===== src/rtl/noc_rr_arbiter5.sv =====
// noc_rr_arbiter5: round-robin wormhole arbiter for one output port of a 5-port router
module noc_rr_arbiter5 #(
  parameter int NUM_INPUTS = 5,
  parameter int MAX_FLITS  = 16,
  parameter int CNT_W      = 5
) (
  input  logic                  clk,
  input  logic                  rst_n,
  input  logic [NUM_INPUTS-1:0] Req,
  input  logic [NUM_INPUTS-1:0] Tail,
  input  logic                  Ready,
  output logic [NUM_INPUTS-1:0] Gnt,
  output logic [NUM_INPUTS-1:0] Ack,
  output logic                  Fire,
  output logic                  Err
);
  typedef enum logic {IDLE, LOCKED} state_t;
  state_t state, state_n;
  logic [2:0] ptr, ptr_n, gidx, gidx_n, pick;
  logic [CNT_W-1:0] cnt, cnt_n;
  logic [NUM_INPUTS-1:0] gnt_n;
  logic err_n, release_pkt;
  assign Ack  = Gnt & Req & {NUM_INPUTS{Ready}};
  assign Fire = |Ack;
  // Walk offsets from farthest to nearest so the nearest requester from ptr wins.
  always_comb begin
    pick = ptr;
    for (int k = NUM_INPUTS - 1; k >= 0; k--) begin
      int s;
      s = int'(ptr) + k;
      s = s >= NUM_INPUTS ? s - NUM_INPUTS : s;
      if (Req[s]) pick = 3'(s);
    end
  end
  assign release_pkt = Fire && (Tail[gidx] || cnt == CNT_W'(MAX_FLITS - 1));
  always_comb begin
    state_n = state;
    ptr_n   = ptr;
    gidx_n  = gidx;
    cnt_n   = cnt;
    gnt_n   = Gnt;
    err_n   = 1'b0;
    if (state == IDLE) begin
      if (|Req) begin
        state_n = LOCKED;
        gidx_n  = pick;
        cnt_n   = '0;
        gnt_n   = NUM_INPUTS'(1) << pick;
      end
    end else if (Fire) begin
      cnt_n = cnt + CNT_W'(1);
      if (release_pkt) begin
        state_n = IDLE;
        gnt_n   = '0;
        ptr_n   = gidx == 3'd4 ? 3'd0 : gidx + 3'd1;
        err_n   = !Tail[gidx];
      end
    end
  end
  always_ff @(posedge clk or negedge rst_n) begin
    if (!rst_n) begin
      state <= IDLE;
      ptr   <= '0;
      gidx  <= '0;
      cnt   <= '0;
      Gnt   <= '0;
      Err   <= 1'b0;
    end else begin
      state <= state_n;
      ptr   <= ptr_n;
      gidx  <= gidx_n;
      cnt   <= cnt_n;
      Gnt   <= gnt_n;
      Err   <= err_n;
    end
  end
endmodule


===== config.mk =====
export PLATFORM = sky130hd
export DESIGN_NAME = noc_rr_arbiter5
export DESIGN_NICKNAME = d
export VERILOG_FILES = /design/src/rtl/noc_rr_arbiter5.sv
export SDC_FILE = /design/constraint.sdc
export NUM_CORES = 1
export LEC_CHECK = 0
export BUFFER_PORTS_ARGS = -buffer_cell sky130_fd_sc_hd__buf_2
export CORE_MARGIN = 2
export CORE_UTILIZATION = 60
export CTS_BUF_LIST = sky130_fd_sc_hd__clkbuf_4 sky130_fd_sc_hd__clkbuf_8 sky130_fd_sc_hd__clkbuf_16
export DETAILED_ROUTE_END_ITERATION = 10
export GPL_ROUTABILITY_DRIVEN = 0
export PLACE_DENSITY_LB_ADDON = 0.08
export RECOVER_POWER = 100
export REMOVE_ABC_BUFFERS = 1
export SLEW_MARGIN = 25
export SYNTH_ARGS = -nofsm -noshare
export SYNTH_HDL_FRONTEND = slang
export SYNTH_SLANG_ARGS = --single-unit

===== constraint.sdc =====
create_clock -name clk -period 6.7 [get_ports clk]
set_input_delay 0.67 -clock clk [delete_from_list [all_inputs] [get_ports clk]]
set_output_delay 0.67 -clock clk [all_outputs]
set_load 0.01 [all_outputs]

# --- Word-level counts from Yosys, hierarchy flattened ---
# Index checks and enable logic that the tools add are counted.
op_classes:
  addsub: 11
  magnitude_cmp: 11
  eq_ne: 4
  n_shift: 1
  n_mux: 42
  bitwise: 3
  reduce_logical: 10
ops:
  columns: ["op", "n"]
  rows:
  - ["$lt A32 B5 Y1 const B", 5]
  - ["$mux W32", 5]
  - ["$mux W5", 7]
  - ["$sub A4 B3 Y5 const B", 4]
  - ["$bmux W1 S3", 6]
  - ["$mux W1", 18]
  - ["$mux W3", 6]
  - ["$ge A4 B3 Y1 const B", 4]
  - ["$and A5 B5 Y5", 2]
  - ["$reduce_or A5 Y1", 2]
  - ["$add A3 B2 Y4 const B", 2]
  - ["$reduce_and A3 Y1", 2]
  - ["$add A5 B1 Y5 const B", 1]
  - ["$eq A5 B4 Y1 const B", 1]
  - ["$shl A1 B3 Y5 const A", 1]
  - ["$add A3 B1 Y4 const B", 1]
  - ["$add A3 B3 Y4 const B", 1]
  - ["$lt A3 B4 Y1 const B", 1]
  - ["$reduce_and A2 Y1", 2]
  - ["$sub A3 B3 Y4 const B", 1]
  - ["$add A3 B1 Y3 const B", 1]
  - ["$eq A3 B3 Y1 const B", 1]
  - ["$ge A3 B3 Y1 const B", 1]
  - ["$ne A2 B1 Y1 const B", 1]
  - ["other kinds (6)", 6]
totals:
  reg_bits: 18
  input_bits: 13
  output_inout_bits: 12
  elab_cells: 88

# --- Depth between registers and ports, before layout ---
depth:
  depth_word: 14
  mapped_depth: 16
  depth_no_buf: 12

# --- Least setup slack after synthesis ---
# No wires, ideal clock.
synth_path:
  kind: "reg2reg"
  from: "register ptr[0]"
  to: "register Gnt[1]"
  setup_time_ns: 0.095
  t_arrival_ns: 3.168
  required_ns: 6.605
  slack_ns: 3.436
  path_stages_with_launch: 17
  n_path_buf: 4
  period_less_slack_ns: 3.264
  path_cell_list: "dfrtp_1 buf_6 buf_6 buf_6 inv_1 ha_1 inv_1 ha_1 buf_2 o31a_1 o22ai_2 nand3b_1 o22ai_1 or4_4 a21oi_4 nor2_1 o31ai_1"
synth_via:
  elab_chain_cells: 14
  elab_cells_between_ends: 42
  cone_classes: "9 x add/sub; 5 x order compare; 1 x shift; 27 x mux"
synth_rtl:
  columns: ["element", "line_no", "text"]
  rows:
  - ["from (decl)", "19", "logic [2:0] ptr, ptr_n, gidx, gidx_n, pick;"]
  - ["from (signal assigned)", "70", "ptr <= ptr_n;"]
  - ["$add A3 B3 Y4", "30", "s = int'(ptr) + k;"]
  - ["$sub A4 B3 Y5 / $ge A4 B3 Y1 (equally long branches)", "31", "s = s >= NUM_INPUTS ? s - NUM_INPUTS : s;"]
  - ["$mux W32", "31", null]
  - ["$bmux W1 S3", "32", "if (Req[s]) pick = 3'(s);"]
  - ["$mux W1 (not written as such) (2 in a row)", "32", null]
  - ["$mux W3 (4 in a row)", "32", null]
  - ["$mux W3 (*)", "32", null]
  - ["$shl A1 B3 Y5 (*)", "48", "gnt_n = NUM_INPUTS'(1) << pick;"]
  - ["$mux W5 (*)", "44", "if (|Req) begin"]
  - ["$mux W5 (*)", "43", "if (state == IDLE) begin"]
  - ["to (signal assigned)", "73", "Gnt <= gnt_n;"]
  - ["to (decl)", "12", "output logic [NUM_INPUTS-1:0] Gnt,"]
# Mark *: on every way between the ends. The rest lies on a longest branch, timed or not. The select of a mux whose other input is x is not followed.
# A chain may end at the register's enable or synchronous reset.

# --- Final worst setup path ---
layout_path:
  from: "register ptr[1]"
  to: "register gidx[1]"
layout_via:
  elab_chain_cells: 11
  elab_cells_between_ends: 39
  cone_classes: "9 x add/sub; 5 x order compare; 25 x mux"
layout_rtl:
  columns: ["element", "line_no", "text"]
  rows:
  - ["$add A3 B3 Y4", "30", null]
  - ["$sub A4 B3 Y5 / $ge A4 B3 Y1 (equally long branches)", "31", null]
  - ["$mux W32", "31", null]
  - ["$bmux W1 S3", "32", null]
  - ["$mux W1 (not written as such) (2 in a row)", "32", null]
  - ["$mux W3 (4 in a row)", "32", null]
  - ["$mux W3 (*)", "32", null]
  - ["to (signal assigned)", "71", "gidx <= gidx_n;"]
  - ["to (decl)", "19", null]
# Marks and branches as above.

==> run summary <==
run status - completed
vias in the first global route - 1878
fraction of registers with async set/reset - 1.00
Synth cell types - 72
H-Tree Depth - 1
Mean Syn Cell Area - 8.64 um2
Initial Util - 0.621
Residual DRC - 0
Main synth FF type - dfrtp_1
setup violators final - 0
clock tree from TritonCTS - built
first-pass GRT wire length - 9520 um
Ys Warns - 0
EDFF count, synth - 0
pin count of the biggest net entering global routing - 38
Startpoint Class - flip-flop
# hold bufs at CTS - 0
Max Clock Skew - 0.00179 ns
Clock Path Buffers - 2
initial drt markers - 171
die extent in x - 65.6 um
Routed WL - 5500 um
maximum clock rate - 0.261 GHz
# diodes - 0
die area - 0.00430 mm2
Post-DP HPWL - 4030 um
Post-Syn Area - 0.00227 mm2
Setup crit end kind - flip-flop
vias per inst - 6.35
DR vias - 2063
die height - 65.6 um
Worst Path Required - 6.80 ns
Resized cells post-CTS - 0
largest area contributor in the netlist - dfrtp_1
area grow syn2layout - 4.29%
Max-slew headroom - 0.309
kind of critical path - flip-flop to flip-flop
setup TNS - 0 ns
Slew Limit Fails - 0
Clk pin slew, worst setup/hold paths - 0.07 ns
initial antenna violation count - 0
critical path arrival - 3.93 ns
RSZ-0062 raised after global routing - false
WL/cell - 16.9 um
DRT Pass-1 Iters - 4
Nets - 310
top post-synthesis cells by area - dfrtp_1 20%, ha_1 9.9%, mux2i_1 5.3%
Yosys reg bits - 18
post-route ant nets - 0
Yosys top cell area share - 0.198
HP Class - flip-flop to flip-flop
Boundary Pins - 25
Tightest Pin Transition - 1.03 ns
CTS buffer count - 3
clock tree sinks - 18
clk_lat worst skew - 0.26 ns
Congestion Overflow GR - 0
Core Area - 0.00366 mm2
Root Buffer - clkbuf_8
max-cap violations - 0
Post-Syn Instances - 263
IO buf count - 24
post-CTS setup repair buffer count - 0
min cycle time layout - 3.83 ns
All-Layer GR Usage - 0.282
sequential share of the synthesized area - 0.198
Hold Fails Final Rpt - 0
CP max FO - 14
layout cells sized above 1 - 0.126
fin crit share - 0.572
# rows - 22
==> area by class of cell <==
cell class	instances	area [um2]
Timing Repair Buffer	25	110
Multi-Input combinational cell	218	1660
Tap cell	48	60.1
Fill cell	317	1290
Sequential cell	18	450
Inverter	13	48.8
Clock buffer	3	41.3
==> critical path, cell delays in order, from the launching register on <==
cell,delay (ns)
dfrtp_1,0.59
inv_1,0.28
ha_1,0.65
nor2b_1,0.29
o31ai_1,0.12
a311oi_2,0.30
o22ai_1,0.17
or4_2,0.67
a21oi_1,0.28
or2_0,0.24
o21ai_1,0.08
==> logic make-up (layout without fill, tap and decap cells) <==
family / Yosys count / count (layout) / share of synthesized area
flip-flops: 18 / 18 / 0.198
multiplexers: 18 / 18 / 0.0974
buffers and inverters: 27 / 41 / 0.0655
AND/OR/NAND/NOR: 97 / 97 / 0.231
adder cells (fa/ha/maj): 18 / 18 / 0.0991
XOR/XNOR: 6 / 6 / 0.0264
AO/OA/AOI/OAI: 79 / 79 / 0.282
==> registers in the layout, summed over array words and instances, names as in the netlist <==
name,flops
gidx,3
ptr,3
cnt,5
state,1
Err,1
Gnt,5
==> per-layer routing <==
layer	vias to the layer above	part of all wire	GRT usage	wire length [um]
met5	-	0	0	0
met4	0	0.014	0.0677	76
met3	9	0.057	0.0325	312
met2	69	0.45	0.422	2480
met1	975	0.48	0.431	2620
li1	1010	-	-	-
==> worst paths after layout <==
kind	startpoint	to	slack, ns	cells after the start
worst max-delay path	ptr[1]	gidx[1]	2.87	10
worst min-delay path	cnt[4]	cnt[4]	0.50	2
worst max register to register	ptr[1]	gidx[1]	2.87	10
worst min register to register	cnt[4]	cnt[4]	0.50	2
max in group asynchronous	rst_n	ptr[0]	5.52	1
min in group asynchronous	rst_n	Gnt[3]	0.56	1
==> synth_stat cells, drive strengths merged (3+ instances only) <==
cell type and instances:
nand3b 3, o31ai 7, mux4 3, o21ai 16, ha 18, and2 3
clkbuf 6, dfrtp 18, a211o 3, a31oi 3, mux2i 12, mux2 3
buf 8, a21o 3, nor3 4, inv 13, nor2b 5, o211ai 4
nand2b 11, o22a 3, nor2 14, and3 7, o22ai 3, a22oi 4
xnor2 4, nand2 25, nand3 9, a211oi 4, a21oi 12
==> stage by stage <==
| stage | std cells | hold WS (ns) | instance area [um2] | utilization | setup WS, ns |
|---|---|---|---|---|---|
| after global routing | 325 | 0.522 | 2370 | 0.648 | 2.65 |
| after CTS | 325 | 0.348 | 2400 | 0.656 | 3.19 |
| after floorplan | 249 | 0.374 | 2170 | - | 3.13 |
| after detailed placement | 322 | 0.493 | 2360 | 0.645 | 3.21 |
| after global placement | 322 | 0.484 | 2360 | 0.645 | 3.37 |
| final | 325 | 0.505 | 2370 | 0.648 | 2.87 |
==> placed cells by master, fill, tap and decap left out, drive strengths merged, types with 4 or more instances in the layout <==
cell type / instances
a211oi: 4
a21oi: 12
a22oi: 4
and3: 7
buf: 11
clkbuf: 17
dfrtp: 18
ha: 18
inv: 13
mux2i: 12
nand2: 25
nand2b: 11
nand3: 9
nor2: 14
nor2b: 5
nor3: 4
o211ai: 4
o21ai: 16
o31ai: 7
xnor2: 4
Power is left out: the tool's default activity adds up to more than one toggle a clock period on the data nets, which glitch-free logic cannot reach.
